## src/rtl/midi_msg_parser_pkg.sv

```systemverilog
// Shared MIDI types, command nibbles and per-command helpers.
// MIDI_CC_EN: when defined, control change (0xB) is a supported command.
package midi_msg_parser_pkg;

  typedef logic [7:0] midi_byte_t;

  typedef enum logic [1:0] {
    NOTE_OFF = 2'd0,
    NOTE_ON  = 2'd1,
    CTRL     = 2'd2
  } midi_evt_t;

  localparam logic [3:0] MidiNoteOff  = 4'h8;
  localparam logic [3:0] MidiNoteOn   = 4'h9;
  localparam logic [3:0] MidiCtrl     = 4'hB;
  localparam logic [3:0] MidiProg     = 4'hC;
  localparam logic [3:0] MidiChPress  = 4'hD;
  localparam midi_byte_t MidiRtMin    = 8'hF8;

  function automatic logic [1:0] data_len(input logic [3:0] cmd);
    return (cmd == MidiProg || cmd == MidiChPress) ? 2'd1 : 2'd2;
  endfunction

  function automatic logic cmd_supported(input logic [3:0] cmd);
`ifdef MIDI_CC_EN
    return (cmd == MidiNoteOff) || (cmd == MidiNoteOn) || (cmd == MidiCtrl);
`else
    return (cmd == MidiNoteOff) || (cmd == MidiNoteOn);
`endif
  endfunction

endpackage

```

## src/rtl/midi_msg_parser.sv

```systemverilog
// MIDI byte-stream parser: running status, channel filter, one-entry event buffer.
// MIDI_CC_EN (via package helpers) enables CTRL events for control change.
module midi_msg_parser
  import midi_msg_parser_pkg::*;
#(
  parameter int MaxSkipLen = 2
) (
  input  logic       i_clk_aud,
  input  logic       i_aud_rst_n,
  input  logic       i_valid,
  input  logic [7:0] i_midi_byte,
  input  logic [3:0] i_channel,
  output logic       o_evt_valid,
  input  logic       i_evt_ready,
  output logic [1:0] o_evt_type,
  output logic [6:0] o_evt_key,
  output logic [6:0] o_evt_val,
  output logic       o_overrun
);

  localparam int SkipW = $clog2(MaxSkipLen + 1);

  typedef enum logic [1:0] {
    NO_STATUS,
    WAIT_D1,
    WAIT_D2,
    SKIP
  } state_t;

  state_t           state;
  logic [3:0]       run_cmd;
  logic [6:0]       key_reg;
  logic [SkipW-1:0] skip_cnt;
  logic [SkipW-1:0] skip_len;

  logic             is_data;
  logic             is_sys;
  logic             is_rt;
  logic             is_chan;
  logic [3:0]       hi_nib;
  logic [SkipW-1:0] len_now;
  logic             match;
  midi_evt_t        evt_kind;

  always_comb begin
    hi_nib   = i_midi_byte[7:4];
    is_data  = ~i_midi_byte[7];
    is_rt    = (i_midi_byte >= MidiRtMin);
    is_sys   = (i_midi_byte[7:3] == 5'b11110);
    is_chan  = i_midi_byte[7] && !is_sys && !is_rt;
    len_now  = SkipW'(data_len(hi_nib));
    match    = (i_midi_byte[3:0] == i_channel) && cmd_supported(hi_nib);
    // A note-on with zero velocity is a note-off by MIDI convention.
    if (run_cmd == MidiCtrl)
      evt_kind = CTRL;
    else if (run_cmd == MidiNoteOn && i_midi_byte[6:0] != 7'd0)
      evt_kind = NOTE_ON;
    else
      evt_kind = NOTE_OFF;
  end

  always_ff @(posedge i_clk_aud or negedge i_aud_rst_n) begin
    if (!i_aud_rst_n) begin
      state       <= NO_STATUS;
      run_cmd     <= 4'h0;
      key_reg     <= 7'd0;
      skip_cnt    <= '0;
      skip_len    <= '0;
      o_evt_valid <= 1'b0;
      o_evt_type  <= 2'd0;
      o_evt_key   <= 7'd0;
      o_evt_val   <= 7'd0;
      o_overrun   <= 1'b0;
    end else begin
      o_overrun <= 1'b0;
      if (o_evt_valid && i_evt_ready)
        o_evt_valid <= 1'b0;

      if (i_valid) begin
        if (is_chan) begin
          run_cmd  <= hi_nib;
          skip_len <= len_now;
          if (match) begin
            state <= WAIT_D1;
          end else begin
            state    <= SKIP;
            skip_cnt <= len_now;
          end
        end else if (is_sys) begin
          run_cmd  <= 4'h0;
          state    <= NO_STATUS;
          skip_cnt <= '0;
        end else if (is_data) begin
          case (state)
            WAIT_D1: begin
              key_reg <= i_midi_byte[6:0];
              state   <= WAIT_D2;
            end
            WAIT_D2: begin
              state <= WAIT_D1;
              if (!o_evt_valid || i_evt_ready) begin
                o_evt_valid <= 1'b1;
                o_evt_type  <= evt_kind;
                o_evt_key   <= key_reg;
                o_evt_val   <= i_midi_byte[6:0];
              end else begin
                o_overrun <= 1'b1;
              end
            end
            SKIP: begin
              // Reload keeps skipping running-status repeats of a filtered message.
              if (skip_cnt == SkipW'(1))
                skip_cnt <= skip_len;
              else if (skip_cnt != '0)
                skip_cnt <= skip_cnt - SkipW'(1);
            end
            default: ;
          endcase
        end
      end
    end
  end

endmodule

```

## config.mk

```make
export PLATFORM = sky130hd
export DESIGN_NAME = midi_msg_parser
export DESIGN_NICKNAME = d
export VERILOG_FILES = /design/src/rtl/midi_msg_parser_pkg.sv /design/src/rtl/midi_msg_parser.sv
export SDC_FILE = /design/constraint.sdc
export NUM_CORES = 1
export LEC_CHECK = 0
export CELL_PAD_IN_SITES_DETAIL_PLACEMENT = 1
export CELL_PAD_IN_SITES_GLOBAL_PLACEMENT = 2
export CORE_UTILIZATION = 34
export CTS_BUF_LIST = sky130_fd_sc_hd__clkbuf_8
export CTS_CLUSTER_DIAMETER = 80
export CTS_CLUSTER_SIZE = 25
export DETAILED_ROUTE_END_ITERATION = 10
export HOLD_SLACK_MARGIN = 0.1
export PLACE_DENSITY_LB_ADDON = 0.1
export SLEW_MARGIN = 15
export SYNTH_ARGS = -nofsm -noshare
export SYNTH_HDL_FRONTEND = slang
export SYNTH_SLANG_ARGS = --single-unit
```

## constraint.sdc

```tcl
create_clock -name i_clk_aud -period 1.75 [get_ports i_clk_aud]
set_input_delay 0.35 -clock i_clk_aud [delete_from_list [all_inputs] [get_ports i_clk_aud]]
set_output_delay 0.35 -clock i_clk_aud [all_outputs]
set_load 0.01 [all_outputs]
```

==> reports/results.ini, run 1 <==
[critical_path]
crit_type=flip-flop to flip-flop
rr_worst_depth=6
r2r-end=o_evt_key[5]$_DFFE_PN0P_
cp.arrival_ns=1.79
cp_slowest_cell=dfrtp_1
crit_required_ns=1.91
max_stage_delay_ns=0.38
start_kind=flip-flop
worstPathCellList=inv_1 > ha_1 > nand3b_4 > nor2b_2 > buf_12 > mux2_2
crit_fanout=17
r2r_slack_ns=0.12
reg2reg_from=state[0]$_DFFE_PN0P_
end_kind=flip-flop

[global_route]
grt_max_degree=32
antenna_found_initial=0
track_usage_pct=16.88
grt_pass1_vias=1057
grt_pass1_wl_um=5154
overflow=0

[timing]
fin_crit_sh_pct=93.08
tightest_slew_ns=0.3937
finClkSkew_ns=0.001582
max_freq_ghz=0.6139
slew-limit-headroom_pct=73.75
timing.setup.tns_ns=0
setup_viol=0
rsz0062_at_grt=false
worst_slack_ns=0.1212
fin_hold_ws_ns=0.4673
period_needed_ns=1.629
slew_viol_final=0
finalHoldViolations=0

[yosys]
synthArstFlopShare_pct=100.0
dominantRegCellSynth=dfrtp_1
syn-num-nets=118
netlist-cell-type-count=29
yosysWarnings=0
ys_seq_area_share_pct=56.21
synth_edf_count=0
netlist_area_sq_um=1380
syn_inst=100
ys_seq_elements=31
postSynthAreaPerCell_sq_um=13.80

[final_layout]
fin_nets=167
diodes=0
area_delta_synth_final_pct=40.25
drive_gt1_share_pct=30.20
fillCellCount=385

[route]
vias=973
vias_per_cell=4.939
first_pass_iters=4
drt-initial-drc-count=35
routed_wl_um=3087
wl_per_cell_um=15.67
drc=0
postRouteAntennaNets=0

[floorplan]
io_pins=34
start_util_pct=36.60
die_area_sq_um=4318
dieWidth_um=65.71
num_rows=22
die_h_um=65.71
core_area_sq_um=3771

[clocking]
cts_resized=0
clkSlewWorstSetupHoldPaths_ns=0.06
ctsHtreeMaxLevel=2
root_buffer=clkbuf_8
cts.sinks=31
cts_tree=built
numCtsBuffers=5
post_cts_buffers=0
cts_buffer_depth=2
postCtsHoldBufs=0
clock_latency_ns=0.28

[placement]
dpl_worst_slack_ns=-0.06576
dp.final_hpwl_um=2248
place_congestion=0.7092
port_buffers=33

[pwr]
power_density_nw_per_um2=1478
p_leak_uw=0.0008487
ir_worst_vdd_uv=728.6

[status]
outcome=finished clean

[job]
cap_violations=0

[worst_hold_path]
min_path_type=input port to asynchronous set/reset pin

## critical path, delay by kind of cell, from the launching register on
family | cells | cell delay (ns)
flip-flops | 1 | 0.38
multiplexers | 1 | 0.35
buffers and inverters | 2 | 0.26
adder cells (fa/ha/maj) | 1 | 0.26
AND/OR/NAND/NOR | 2 | 0.26
## cell usage in the layout, fill, tap and decap left out
master / netlist / final
nand2b_1: 2 / 2
nand4_1: 1 / 1
o21ai_0: 2 / 2
clkbuf_8: 0 / 5
nand3_1: 5 / 5
o41ai_2: 1 / 1
bufinv_16: 0 / 1
nand2_1: 3 / 3
inv_1: 5 / 6
o211ai_1: 1 / 1
nor4b_1: 1 / 1
or4_1: 1 / 1
ha_1: 2 / 2
nor2b_1: 1 / 1
clkdlybuf4s50_1: 0 / 33
nand3b_4: 1 / 1
nor4_1: 1 / 1
dfrtp_1: 31 / 31
nor2b_2: 1 / 1
a221oi_1: 1 / 1
or2b_1: 1 / 1
xnor2_1: 3 / 3
o32ai_2: 1 / 1
xor2_1: 1 / 1
a22o_1: 3 / 3
nand3b_1: 1 / 1
buf_12: 1 / 1
mux2_2: 22 / 22
a21oi_1: 2 / 2
buf_4: 0 / 12
nor2_1: 2 / 2
## kinds of logic (layout without fill, tap and decap cells)
group                      after synthesis  count (layout)  share of synthesized area [%]
DFF                                     31              31                          56.21
muxes                                   22              22                          17.95
and+or+nand+nor                         21              21                          9.793
AOI/OAI and AO/OA                       11              11                          6.892
buffers and inverters                    9              58                          4.805
xor gates and xnor gates                 4               4                          2.539
adders and majority gates                2               2                          1.813
## where the power goes
| part | total [uW] | internal, uW | leakage [uW] | switching (uW) |
|---|---|---|---|---|
| sequential | 1160 | 1010 | 0.000380 | 151 |
| combinational | 1030 | 651 | 0.000413 | 384 |
| clock | 662 | 411 | 0.0000554 | 252 |
| total | 2860 | 2070 | 0.000849 | 786 |
## routing by layer
layer,vias to the layer above,GRT usage [%],share of wire [%],wire [um]
li1,449,-,-,-
met1,500,18.96,41,1273
met2,20,28.32,53,1644
met3,4,5.729,4.2,129
met4,0,8.152,1.2,38
met5,-,0,0,0
## per-stage QoR
| stage | std cells | area, sq um | util (%) | total power (uW) |
|---|---|---|---|---|
| floorplan | 100 | 1380 | - | 1675 |
| CTS | 197 | 1936 | 51.33 | 2906 |
| detailed placement | 190 | 1833 | 48.61 | 2223 |
| global placement | 190 | 1833 | 48.61 | 2182 |
| global route | 197 | 1936 | 51.33 | 3054 |
| finish | 197 | 1936 | 51.33 | 2861 |
## Yosys cell counts (3+ instances only)
library cell   n  area (sq um)
nand2_1        3         11.26
nand3_1        5         25.02
inv_1          5         18.77
mux2_2        22         247.7
dfrtp_1       31         775.7
a22o_1         3         26.28
xnor2_1        3         26.28
## cell type report
| class | instances | area, sq um | share of cell area [%] |
|---|---|---|---|
| flip-flops and latches | 31 | 775.7 | 40.08 |
| multi-input cells | 60 | 538.0 | 27.80 |
| repair buffers | 46 | 440.4 | 22.75 |
| clock buffers | 5 | 68.82 | 3.555 |
| well taps | 48 | 60.06 | 3.103 |
| clock inverters | 2 | 33.78 | 1.745 |
| inverters | 5 | 18.77 | 0.9696 |
## how the worst max path moves through the flow
| stage | startpoint | end | slack (ns) | cells after the start |
|---|---|---|---|---|
| global placement | i_midi_byte[4] | o_evt_type[0]$_DFFE_PN0P_ | -0.04 | 4 |
| global route | state[0]$_DFFE_PN0P_ | o_evt_val[2]$_DFFE_PN0P_ | 0.07 | 6 |
| CTS | state[0]$_DFFE_PN0P_ | o_evt_val[0]$_DFFE_PN0P_ | 0.11 | 6 |
| floorplan | state[0]$_DFFE_PN0P_ | o_evt_val[0]$_DFFE_PN0P_ | 0.20 | 7 |
| finish | state[0]$_DFFE_PN0P_ | o_evt_key[5]$_DFFE_PN0P_ | 0.12 | 6 |
| detailed placement | i_midi_byte[4] | o_evt_type[0]$_DFFE_PN0P_ | -0.07 | 4 |
Power figures use the tool's default switching activity.
==> inputs of run 2 (changes only) <==
SLEW_MARGIN = default   (was 15)
==> results of run 2 <==
No change in the layout: final DEF, timing and power equal those of run 1.
